<file path="config.mk">
export PLATFORM = sky130hd
export DESIGN_NAME = instr_sequencer_flat
export DESIGN_NICKNAME = d
export VERILOG_FILES = /design/src/rtl/instr_sequencer_if.sv /design/src/rtl/instr_sequencer.sv /design/src/flat_wrapper.sv
export SDC_FILE = /design/constraint.sdc
export NUM_CORES = 1
export LEC_CHECK = 0
export CORE_ASPECT_RATIO = 0.6
export CORE_MARGIN = 1.5
export CORE_UTILIZATION = 48
export DETAILED_ROUTE_END_ITERATION = 10
export PLACE_DENSITY = 0.92
export SLEW_MARGIN = 20
export SYNTH_ARGS = -nofsm -noshare
export SYNTH_HDL_FRONTEND = slang
export SYNTH_SLANG_ARGS = --single-unit
</file>
<file path="constraint.sdc">
create_clock -name clk -period 3.73 [get_ports clk]
set_input_delay 0.746 -clock clk [delete_from_list [all_inputs] [get_ports clk]]
set_output_delay 0.746 -clock clk [all_outputs]
set_load 0.02 [all_outputs]
</file>
<file path="src/rtl/instr_sequencer_if.sv">
// Sequencer bus: run/instruction/opcode-FSM feedback in, fetch and grant controls out.
// The instr_count member exists only when SEQ_INSTR_COUNT_EN is defined.
interface instr_sequencer_if;
    logic        run;
    logic [15:0] instruction;
    logic [15:0] ex_done;
    logic [15:0] ex_triEN;
    logic        IF_active;
    logic        memRd;
    logic        irIn;
    logic [15:0] grant;
    logic        halted;
    logic        fault;
    logic [1:0]  fault_code;
`ifdef SEQ_INSTR_COUNT_EN
    logic [15:0] instr_count;

    modport master (
        output run, instruction, ex_done, ex_triEN,
        input  IF_active, memRd, irIn, grant,
        input  halted, fault, fault_code, instr_count
    );

    modport slave (
        input  run, instruction, ex_done, ex_triEN,
        output IF_active, memRd, irIn, grant,
        output halted, fault, fault_code, instr_count
    );
`else
    modport master (
        output run, instruction, ex_done, ex_triEN,
        input  IF_active, memRd, irIn, grant,
        input  halted, fault, fault_code
    );

    modport slave (
        input  run, instruction, ex_done, ex_triEN,
        output IF_active, memRd, irIn, grant,
        output halted, fault, fault_code
    );
`endif
endinterface

</file>
<file path="src/rtl/instr_sequencer.sv">
// Fetch/decode/execute sequencer with exec watchdog and bus-contention trap.
// Optional retired-instruction counter enabled by SEQ_INSTR_COUNT_EN.
module instr_sequencer #(
    parameter int unsigned EXEC_TIMEOUT = 15,
    parameter logic [3:0]  HALT_OP      = 4'b1111
) (
    input  logic              clk,
    input  logic              rst,
    instr_sequencer_if.slave  bus
);

    typedef enum logic [2:0] {
        S_IDLE, S_FETCH1, S_FETCH2, S_DECODE, S_EXEC, S_HALT, S_FAULT
    } state_e;

    localparam logic [7:0] WD_LAST = 8'(EXEC_TIMEOUT - 1);

    state_e      state_q, state_d;
    logic [3:0]  opcode_q, opcode_d;
    logic [7:0]  wd_q, wd_d;
    logic [1:0]  fault_code_q, fault_code_d;
    logic        if_active_q, if_active_d;
    logic        mem_rd_q, mem_rd_d;
    logic        ir_in_q, ir_in_d;
    logic        halted_q, halted_d;
    logic        fault_q, fault_d;
    logic [15:0] grant_q, grant_d;

    logic [15:0] op_hot;
    logic        done_hit;
    logic        contention;
    logic        timeout;
    logic        unused_ok;

    assign op_hot     = 16'd1 << opcode_q;
    assign done_hit   = bus.ex_done[opcode_q];
    assign contention = |(bus.ex_triEN & ~op_hot);
    assign timeout    = (wd_q == WD_LAST);
    assign unused_ok  = ^bus.instruction[11:0];

    // Next-state logic; outputs are decoded from the next state so they register with it
    always_comb begin
        state_d      = state_q;
        opcode_d     = opcode_q;
        wd_d         = wd_q;
        fault_code_d = fault_code_q;
        unique case (state_q)
            S_IDLE: begin
                if (bus.run) state_d = S_FETCH1;
            end
            S_FETCH1: state_d = S_FETCH2;
            S_FETCH2: state_d = S_DECODE;
            S_DECODE: begin
                opcode_d = bus.instruction[15:12];
                wd_d     = 8'd0;
                state_d  = (opcode_d == HALT_OP) ? S_HALT : S_EXEC;
            end
            S_EXEC: begin
                wd_d = wd_q + 8'd1;
                if (contention) begin
                    state_d      = S_FAULT;
                    fault_code_d = 2'b10;
                end else if (done_hit) begin
                    state_d = bus.run ? S_FETCH1 : S_IDLE;
                end else if (timeout) begin
                    state_d      = S_FAULT;
                    fault_code_d = 2'b01;
                end
            end
            S_HALT:  state_d = S_HALT;
            S_FAULT: state_d = S_FAULT;
            default: state_d = S_IDLE;
        endcase
        if_active_d = (state_d != S_EXEC);
        mem_rd_d    = (state_d == S_FETCH1);
        ir_in_d     = (state_d == S_FETCH2);
        halted_d    = (state_d == S_HALT);
        fault_d     = (state_d == S_FAULT);
        grant_d     = (state_d == S_EXEC) ? (16'd1 << opcode_d) : 16'd0;
    end

    // State, watchdog, latched opcode and registered outputs
    always_ff @(posedge clk or negedge rst) begin
        if (!rst) begin
            state_q      <= S_IDLE;
            opcode_q     <= 4'd0;
            wd_q         <= 8'd0;
            fault_code_q <= 2'b00;
            if_active_q  <= 1'b1;
            mem_rd_q     <= 1'b0;
            ir_in_q      <= 1'b0;
            halted_q     <= 1'b0;
            fault_q      <= 1'b0;
            grant_q      <= 16'd0;
        end else begin
            state_q      <= state_d;
            opcode_q     <= opcode_d;
            wd_q         <= wd_d;
            fault_code_q <= fault_code_d;
            if_active_q  <= if_active_d;
            mem_rd_q     <= mem_rd_d;
            ir_in_q      <= ir_in_d;
            halted_q     <= halted_d;
            fault_q      <= fault_d;
            grant_q      <= grant_d;
        end
    end

    assign bus.IF_active  = if_active_q;
    assign bus.memRd      = mem_rd_q;
    assign bus.irIn       = ir_in_q;
    assign bus.grant      = grant_q;
    assign bus.halted     = halted_q;
    assign bus.fault      = fault_q;
    assign bus.fault_code = fault_code_q;

`ifdef SEQ_INSTR_COUNT_EN
    logic [15:0] count_q, count_d;
    logic        count_inc;

    assign count_inc = ((state_q == S_DECODE) && (bus.instruction[15:12] == HALT_OP))
                     || ((state_q == S_EXEC) && !contention && done_hit);
    assign count_d   = count_q + {15'd0, count_inc};

    // Retired-instruction counter, wraps naturally at 16 bits
    always_ff @(posedge clk or negedge rst) begin
        if (!rst) count_q <= 16'd0;
        else      count_q <= count_d;
    end

    assign bus.instr_count = count_q;
`endif

endmodule

</file>
<file path="src/flat_wrapper.sv">
// flat-port wrapper written by rule: the top's interface ports become plain ports
module instr_sequencer_flat 
#(
    parameter int unsigned EXEC_TIMEOUT = 15,
    parameter logic [3:0]  HALT_OP      = 4'b1111
)
  (clk, rst, bus_run, bus_instruction, bus_ex_done, bus_ex_triEN, bus_IF_active, bus_memRd, bus_irIn, bus_grant, bus_halted, bus_fault, bus_fault_code);
  instr_sequencer_if bus_i ();
  input  logic clk;
  input  logic rst;
  input wire logic [$bits(bus_i.run)-1:0] bus_run;
  input wire logic [$bits(bus_i.instruction)-1:0] bus_instruction;
  input wire logic [$bits(bus_i.ex_done)-1:0] bus_ex_done;
  input wire logic [$bits(bus_i.ex_triEN)-1:0] bus_ex_triEN;
  output wire logic [$bits(bus_i.IF_active)-1:0] bus_IF_active;
  output wire logic [$bits(bus_i.memRd)-1:0] bus_memRd;
  output wire logic [$bits(bus_i.irIn)-1:0] bus_irIn;
  output wire logic [$bits(bus_i.grant)-1:0] bus_grant;
  output wire logic [$bits(bus_i.halted)-1:0] bus_halted;
  output wire logic [$bits(bus_i.fault)-1:0] bus_fault;
  output wire logic [$bits(bus_i.fault_code)-1:0] bus_fault_code;
  assign bus_i.run = bus_run;
  assign bus_i.instruction = bus_instruction;
  assign bus_i.ex_done = bus_ex_done;
  assign bus_i.ex_triEN = bus_ex_triEN;
  assign bus_IF_active = bus_i.IF_active;
  assign bus_memRd = bus_i.memRd;
  assign bus_irIn = bus_i.irIn;
  assign bus_grant = bus_i.grant;
  assign bus_halted = bus_i.halted;
  assign bus_fault = bus_i.fault;
  assign bus_fault_code = bus_i.fault_code;
  instr_sequencer #(.EXEC_TIMEOUT(EXEC_TIMEOUT), .HALT_OP(HALT_OP)) u_core (.clk(clk), .rst(rst), .bus(bus_i));
endmodule
</file>
==> metrics.md, run 1 <==
| Metric | Value |
|---|---|
| Layout cells sized above 1 | `0.132` |
| Count leader, synth | `dfrtp_1` |
| Worst Clk Skew | `0.00323 ns` |
| Post-CTS setup buffers | `0` |
| Slew Viols, Final | `0` |
| Fin. Hold Viols | `0` |
| Worst Max-Slew Pin Slew | `0.630 ns` |
| Gr usage total | `0.220` |
| Setup crit end kind | `flop` |
| PortBufs | `61` |
| Clock Sink Count | `38` |
| RSZ-0062 raised after global routing | `false` |
| Post-synth top cells | `dfrtp_1, nand2_1, nor2_1` |
| Post-layout nets | `318` |
| Via count | `1744` |
| Initial Util | `0.499` |
| R2r worst-path depth | `7` |
| Row Count | `18` |
| Critical path's slowest cell | `a222oi_1` |
| Syn Area/Cell | `10.1 sq um` |
| Reg2reg setup slack | `0.97 ns` |
| Sequential fraction of the synthesis area | `0.463` |
| GR Overflow Total | `0` |
| PD cells | `288 nW/um^2` |
| Hold Buf Count CTS | `0` |
| Sequential fraction of design power | `0.527` |
| Syn. warnings | `0` |
| Die Y | `53.7 microns` |
| Max-Cap Viols | `0` |
| Post-Syn Instances | `203` |
| First-pass GRT wire length | `7640 microns` |
| Largest net degree at the start of global routing | `39` |
| CP max stage delay | `0.47 ns` |
| CP required | `3.90 ns` |
| Hold wc startpoint | `u_core.wd_q[7]` |
| Via density | `5.35` |
| Final Critical Period | `2.85 ns` |
| Combinational Power Share | `0.114` |
| ANT nets after route | `0` |
| Clk slew on worst S/H paths | `0.07 ns` |
| Mapped cell area | `2060 sq um` |
| Critical setup path kind | `input port to flop` |
| Number of flops mapped to enable cells by yosys | `0` |
| Largest fanout on the critical path | `17` |
| Synth unique cells | `47` |
| Slew margin rel. | `0.579` |
| Clk_lat worst skew | `0.29 ns` |
| H-tree depth | `2` |
| Final setup violation count | `0` |
| Syn_nets | `256` |
| Cell-internal power | `0.622 mW` |
| Seq cells post-synth | `38` |
| Core area | `4120 sq um` |
| IO Count | `74` |
| Overall Power | `0.806 mW` |
| RR Endpoint | `u_core.bus.grant[11]` |
| 1st-pass router iterations | `5` |
| Post-Route WL | `4620 microns` |
| Switching power | `0.184 mW` |
| Reg2reg start | `u_core.opcode_q[0]` |
| CP bufs+invs | `2` |
| Setup TNS | `0 ns` |
| Net Sw Frac | `0.228` |
| Post-synth top area share | `0.450` |
| DR WL/cell | `14.2 microns` |
| Tcrit/Tclk final | `0.764` |
| DP HPWL | `3420 microns` |
| Worst min path class | `flop to flop` |
| Startpoint Class | `input port` |
| Clock power share | `0.359` |
| Total CTS buffers | `5` |
| CP Cell Sequence | `clkdlybuf4s50_1 -> and4b_1 -> o21ai_0 -> a222oi_1 -> and3_1 -> a31oi_1 -> buf_4 -> nor4b_1` |
| Worst Hold End | `u_core.wd_q[7]` |
| Leakage power total | `1.13 nW` |
| CP startpoint | `bus_ex_triEN[4]` |
| Top FF cell, synth | `dfrtp_1` |
| Worst IR Drop VDD | `0.187 mV` |
| Asr flop ratio synth | `1.00` |
| Hold Path Depth | `1` |
| Post-layout util | `0.680` |
| Synth area leader | `dfrtp_1` |
| Post-CTS resize count | `0` |
| DRC violation count after routing | `0` |
| Initial antenna violation count | `0` |
| Die area | `4700 sq um` |
| CTS tree | `done` |
| Peak Freq | `351 MHz` |
| GP Congestion | `0.913` |
| Clock Path Buffers | `2` |
| Largest delay share family, worst path | `simple AND/OR/NAND/NOR gates` |
| Top cells by area, synth | `dfrtp_1, nor3_2, mux4_2` |
| Die Wd | `87.5 microns` |
| Vias in the first global route | `1665` |
| Starting DRT DRC Count | `131` |
| Area Growth Syn to Fin | `36.1%` |
| N_diodes | `0` |
| Fin Hold WS | `0.493 ns` |
| Root Driver | `clkbuf_8` |
| Critical path arrival | `3.02 ns` |
| Status | `finished clean` |
==> cells by family (layout without fill, tap and decap cells) <==
logic type,after synthesis,after routing,synth area share
mux,11,11,0.0857
simple gates,102,102,0.288
fa+ha+maj,2,2,0.0122
compound gates,33,33,0.105
flops,38,38,0.463
xor+xnor,2,2,0.00851
buf+inv,15,78,0.0383
==> final cells by class <==
cell class	instances	area [sq um]
flip-flops and latches	38	952
inverters	7	26.3
repair buffers	63	626
fillers	326	1320
clock buffers	6	82.6
multi-input cells	150	1030
well taps	60	75.1
clock inverters	2	12.5
==> worst max-delay path by stage <==
stage,slack (ns),end,cells past startpoint
5_1_grt,0.64,u_core.bus.grant[11],8
6_report,0.88,u_core.bus.grant[11],8
3_5_place_dp,0.55,u_core.bus.grant[15],8
4_1_cts,0.86,u_core.bus.grant[15],8
2_1_floorplan,1.31,u_core.bus.grant[3],8
3_3_place_gp,0.65,u_core.bus.grant[13],8
==> registers in the layout, summed over array words and instances (netlist names) <==
signal / flops
u_core.state_q: 3
u_core.wd_q: 8
u_core.bus.fault: 1
u_core.bus.IF_active: 1
u_core.bus.grant: 16
u_core.bus.memRd: 1
u_core.bus.irIn: 1
u_core.bus.fault_code: 2
u_core.opcode_q: 4
u_core.bus.halted: 1
==> per-layer routing <==
layer / vias to the layer above / wire, microns / track usage
li1: 855 / - / -
met1: 817 / 2240 / 0.303
met2: 68 / 1960 / 0.328
met3: 4 / 391 / 0.0736
met4: 0 / 32 / 0.0714
met5: - / 0 / 0
==> power by group through the flow <==
stage	Combinational, mW	Sequential, mW	Clock (mW)
2_1_floorplan	0.0356	0.431	0
6_report	0.0919	0.425	0.289
3_3_place_gp	0.0890	0.432	0
4_1_cts	0.0923	0.425	0.296
3_5_place_dp	0.0919	0.433	0
5_1_grt	0.101	0.426	0.317
==> metrics by stage <==
step,std cells,instance area [sq um],setup WS (ns)
floorplan,203,2060,1.31
global placement,318,2710,0.652
detailed placement,318,2710,0.554
CTS,326,2800,0.859
global route,326,2800,0.645
finish,326,2800,0.879
==> cell usage in the layout (no fill, tap or decap), types with 2 or more instances in the layout <==
cell type	instances
nand2_1	23
and4b_1	2
o22a_1	2
nand3b_1	3
inv_1	6
nor2_1	19
clkbuf_8	6
and3_1	4
nor3_1	4
xor2_1	2
nor3_2	9
nor3b_1	2
dfrtp_1	37
a21oi_1	4
o21ai_0	15
nand3_1	5
nor4b_1	5
nand4_1	4
nor2b_1	5
ha_1	2
mux4_2	4
or3_1	2
clkdlybuf4s50_1	61
or2_2	4
a31oi_1	3
nand2b_1	5
mux2_2	3
mux2i_1	3
buf_4	2
a211oi_1	2
No activity file was read; power rests on OpenSTA's default activity.
==> run 2: changes to the inputs <==
--- a/config.mk
+++ b/config.mk
@@ -7,9 +7,9 @@
 export LEC_CHECK = 0
 export CORE_ASPECT_RATIO = 0.6
 export CORE_MARGIN = 1.5
-export CORE_UTILIZATION = 48
+export CORE_UTILIZATION = 45
 export DETAILED_ROUTE_END_ITERATION = 10
-export PLACE_DENSITY = 0.92
+export PLACE_DENSITY = 0.87
 export SLEW_MARGIN = 20
 export SYNTH_ARGS = -nofsm -noshare
 export SYNTH_HDL_FRONTEND = slang
==> constraint.sdc (replaced) <==
create_clock -name clk -period 2.81 [get_ports clk]
set_input_delay 0.562 -clock clk [delete_from_list [all_inputs] [get_ports clk]]
set_output_delay 0.562 -clock clk [all_outputs]
set_load 0.02 [all_outputs]
==> metrics.md, run 2 (synthesis results as in run 1) <==
| Metric | Value |
|---|---|
| Fin area | `2860 sq um` |
| Final Critical Period | `2.59 ns` |
| Slew Viols, Final | `0` |
| Most common cell after layout, fill and taps aside | `clkdlybuf4s50_1` |
| Worst Max-Slew Pin Slew | `0.636 ns` |
| Area Growth Syn to Fin | `39.1%` |
| Clk_lat worst skew | `0.28 ns` |
| CP required | `2.97 ns` |
| Status | `finished clean` |
| Peak Freq | `386 MHz` |
| Post-Route WL | `4860 microns` |
| Worst IR Drop VDD | `0.262 mV` |
| H-tree depth | `2` |
| Hold Buf Count CTS | `0` |
| First-pass GRT wire length | `8390 microns` |
| Worst Clk Skew | `0.00665 ns` |
| DP HPWL | `3700 microns` |
| Via count | `1788` |
| RSZ-0062 raised after global routing | `false` |
| Post-layout nets | `326` |
| Overall Power | `1.05 mW` |
| Dpl cells | `326` |
| Leakage power total | `1.17 nW` |
| Vias in the first global route | `1794` |
| PortBufs | `61` |
| Fin. Hold Viols | `0` |
| Largest fanout on the critical path | `19` |
| Gr usage total | `0.210` |
| CTS tree | `done` |
| Largest net degree at the start of global routing | `39` |
| Max reg flops | `16` |
| Worst min path class | `flop to flop` |
| Commonest cells after routing, fill and taps aside | `clkdlybuf4s50_1, dfrtp_1, nand2_1` |
| DRC violation count after routing | `0` |
| Clock Sink Count | `38` |
| ANT nets after route | `0` |
| Layout Cells excl Fill | `334` |
| Root Driver | `clkbuf_8` |
| Max-Cap Viols | `0` |
| Placement Cell Area | `2780 sq um` |
| GP Congestion | `0.875` |
| Reg2reg setup slack | `0.22 ns` |
| N_diodes | `0` |
| 1st-pass router iterations | `4` |
| Die Y | `55.4 microns` |
| Core area | `4260 sq um` |
| Final setup violation count | `0` |
| Clk slew on worst S/H paths | `0.08 ns` |
| GR Overflow Total | `0` |
| Total CTS buffers | `5` |
| Initial antenna violation count | `0` |
| Clock Path Buffers | `2` |
| Setup crit end kind | `flop` |
| Post-layout util | `0.673` |
| Fin Hold WS | `0.515 ns` |
| Startpoint Class | `flop` |
| Row Count | `18` |
| Critical setup path kind | `flop to flop` |
| Via density | `5.35` |
| Slew margin rel. | `0.574` |
| Tcrit/Tclk final | `0.923` |
| Die Wd | `90.3 microns` |
| Starting DRT DRC Count | `77` |
| Layout cells sized above 1 | `0.157` |
| Die area | `5000 sq um` |
| IO Count | `74` |
| Critical path arrival | `2.75 ns` |
| PD cells | `366 nW/um^2` |
| Initial Util | `0.484` |
| DR WL/cell | `14.6 microns` |
## run 2: path summary, 6_finish.rpt
check	from	to	cells after the start
setup / recovery	u_core.opcode_q[1]	u_core.bus.memRd	8
hold / removal	u_core.bus.fault_code[1]	u_core.bus.fault_code[1]	2
setup reg to reg	u_core.opcode_q[1]	u_core.bus.memRd	8
hold reg to reg	u_core.bus.fault_code[1]	u_core.bus.fault_code[1]	2
max in group asynchronous	rst	u_core.opcode_q[0]	2
min in group asynchronous	rst	u_core.state_q[1]	2
## run 2: area by class of cell
cell class                 count  area, sq um
clock buffer                   6         72.6
clock inverter                 2         10.0
fill                         334         1390
inverter                       7         26.3
multi-input combinational    150         1030
sequential                    38          953
tap                           60         75.1
timing repair buffer          71          698
## run 2: metrics by stage
step / TNS, ns / setup slack (ns)
3_3_place_gp: 0 / 0.0216
2_1_floorplan: 0 / 0.571
4_1_cts: 0 / 0.155
5_1_grt: 0 / 0.0145
6_report: 0 / 0.216
3_5_place_dp: -0.00498 / -0.00498
## run 2: power by group
part / switching (mW) / leakage, nW / internal (mW)
Sequential: 0.0105 / 0.505 / 0.554
Combinational: 0.0506 / 0.619 / 0.0761
Clock: 0.185 / 0.0450 / 0.172
Total: 0.246 / 1.17 / 0.802
## run 2: per-layer routing
layer,up-vias,GRT usage,share of wire
met5,-,0,0
met4,0,0.0476,0.012
met3,8,0.0455,0.052
met2,67,0.312,0.43
met1,844,0.314,0.51
li1,869,-,-
## run 2: worst max-delay path: stages, from the launching register on
cell,delay (ns)
dfrtp_1,0.71
and4b_1,0.27
o21ai_0,0.08
a222oi_1,0.33
buf_4,0.18
and3_1,0.18
buf_4,0.15
o21ai_0,0.16
nor4b_1,0.40
## run 2: timing repair
| item | CTS | global route |
|---|---|---|
| setup buffers | 0 | 0 |
| endpoints found under the setup margin | 0 | 2 |
| gates resized for setup | 0 | 1 |
==> run 3: changes to the inputs <==
--- a/config.mk
+++ b/config.mk
@@ -9,7 +9,10 @@
 export CORE_MARGIN = 1.5
 export CORE_UTILIZATION = 45
 export DETAILED_ROUTE_END_ITERATION = 10
+export GPL_ROUTABILITY_DRIVEN = 1
 export PLACE_DENSITY = 0.87
+export REMOVE_ABC_BUFFERS = 1
+export SKIP_LAST_GASP = 1
 export SLEW_MARGIN = 20
 export SYNTH_ARGS = -nofsm -noshare
 export SYNTH_HDL_FRONTEND = slang
==> metrics.md, run 3 (synthesis results as in run 1) <==
| Metric | Value |
|---|---|
| Via count | `1742` |
| DR WL/cell | `14.4 microns` |
| CP required | `2.95 ns` |
| R2r worst-path depth | `8` |
| Worst Max-Slew Pin Slew | `0.811 ns` |
| Worst min path class | `input port to async pin` |
| Setup crit end kind | `flop` |
| Peak Freq | `371 MHz` |
| Post-layout util | `0.674` |
| Post-Route WL | `4790 microns` |
| Die Wd | `90.3 microns` |
| Pre-CTS setup slack | `-0.0433 ns` |
| N_diodes | `0` |
| Critical path arrival | `2.83 ns` |
| Post-CTS resize count | `0` |
| GP Congestion | `0.919` |
| Commonest cells after routing, fill and taps aside | `clkdlybuf4s50_1, dfrtp_1, nand2_1` |
| DP HPWL | `3610 microns` |
| Post-layout nets | `324` |
| H-tree depth | `2` |
| Die area | `5000 sq um` |
| Initial antenna violation count | `0` |
| Slew Viols, Final | `0` |
| Tcrit/Tclk final | `0.959` |
| Startpoint Class | `flop` |
| Status | `finished clean` |
| Final Critical Period | `2.70 ns` |
| PortBufs | `61` |
| Worst Clk Skew | `0.00632 ns` |
| Max-Cap Viols | `0` |
| Initial Util | `0.484` |
| GR Overflow Total | `0` |
| Critical path's slowest cell | `dfrtp_1` |
| ANT nets after route | `0` |
| Leakage power total | `1.18 nW` |
| Gr usage total | `0.210` |
| Total CTS buffers | `5` |
| CP Cell Sequence | `or4bb_1 -> a21oi_1 -> o22a_1 -> and3_1 -> buf_4 -> a21oi_4 -> buf_4 -> nor4b_1` |
| Starting DRT DRC Count | `86` |
| Clock Sink Count | `38` |
| CTS tree | `done` |
| Root Driver | `clkbuf_8` |
| Largest fanout on the critical path | `14` |
| Vias in the first global route | `1750` |
| Final worst setup slack | `0.114 ns` |
| Most used cell, CP | `buf_4` |
| Worst IR Drop VDD | `0.275 mV` |
| Most common cell after layout, fill and taps aside | `clkdlybuf4s50_1` |
| Clk_lat worst skew | `0.29 ns` |
| Layout cells sized above 1 | `0.162` |
| Area Growth Syn to Fin | `39.5%` |
| Post-CTS setup buffers | `0` |
| Fin. Hold Viols | `0` |
| Hold Buf Count CTS | `0` |
| Via density | `5.25` |
| Clk slew on worst S/H paths | `0.07 ns` |
| Reg2reg setup slack | `0.11 ns` |
| Overall Power | `1.14 mW` |
| Reg2reg start | `u_core.opcode_q[3]` |
| Critical setup path kind | `flop to flop` |
| Final setup violation count | `0` |
| Clock Path Buffers | `2` |
| DRC violation count after routing | `0` |
| RSZ-0062 raised after global routing | `false` |
| Max reg flops | `16` |
| 1st-pass router iterations | `4` |
| Layout Cells excl Fill | `332` |
| RR Endpoint | `u_core.bus.memRd` |
| Dpl cells | `324` |
| Slew margin rel. | `0.459` |
| First-pass GRT wire length | `8330 microns` |
| Die Y | `55.4 microns` |
| IO Count | `74` |
| CP max stage delay | `0.67 ns` |
| PD cells | `397 nW/um^2` |
| Largest net degree at the start of global routing | `39` |
| Core area | `4260 sq um` |
| Row Count | `18` |
[run 3: cell count changes in the layout (fill, tap and decap cells not counted)]
cell | previous run | this run
buf_4 | 9 | 7
buf_2 | 0 | 1
bufinv_16 | 0 | 1
clkbuf_1 | 1 | 0
clkdlybuf4s50_1 | 61 | 60
dfrtp_1 | 36 | 35
dfrtp_2 | 1 | 2
[run 3: cell type report]
cell class	count	area [sq um]
tap	60	75.1
sequential	38	955
multi-input combinational	150	1030
clock inverter	3	40.0
clock buffer	5	68.8
timing repair buffer	69	678
inverter	7	26.3
fill	329	1390
[run 3: metal layers]
metal,up-vias,wire length [microns],track usage,share of wire
met5,-,0,0,0
met4,0,23,0.0431,0.0048
met3,5,299,0.0523,0.062
met2,53,2120,0.321,0.44
met1,824,2350,0.304,0.49
li1,860,-,-,-
[run 3: worst max-delay path by stage]
| stage | start | end | cells past startpoint | slack, ns |
|---|---|---|---|---|
| global placement | bus_ex_triEN[10] | u_core.bus.memRd | 9 | 0.06 |
| finish | u_core.opcode_q[3] | u_core.bus.memRd | 8 | 0.11 |
| global route | u_core.opcode_q[3] | u_core.bus.memRd | 8 | 0.02 |
| floorplan | u_core.opcode_q[1] | u_core.bus.grant[1] | 6 | 0.18 |
| detailed placement | bus_ex_triEN[9] | u_core.bus.memRd | 9 | -0.04 |
| CTS | u_core.opcode_q[1] | u_core.bus.memRd | 8 | 0.13 |
[run 3: where the power goes]
group,leakage [nW],total [mW],switching (mW),internal [mW]
Combinational,0.615,0.125,0.0506,0.0743
Sequential,0.503,0.565,0.0110,0.554
Clock,0.0579,0.449,0.188,0.261
Total,1.18,1.14,0.250,0.889
[run 3: stage by stage]
stage / cell area, sq um / setup TNS, ns / hold WS (ns)
after floorplan: 2010 / 0 / 0.266
after global routing: 2870 / 0 / 0.436
after CTS: 2870 / 0 / 0.385
after global placement: 2760 / 0 / 0.475
final: 2870 / 0 / 0.361
after detailed placement: 2760 / -0.0433 / 0.480
[run 3: critical path, delay by kind of cell, from the launching register on]
kind,cells,cell delay (ns)
simple gates,3,1.15
flops,1,0.67
compound gates,3,0.42
buf+inv,2,0.31
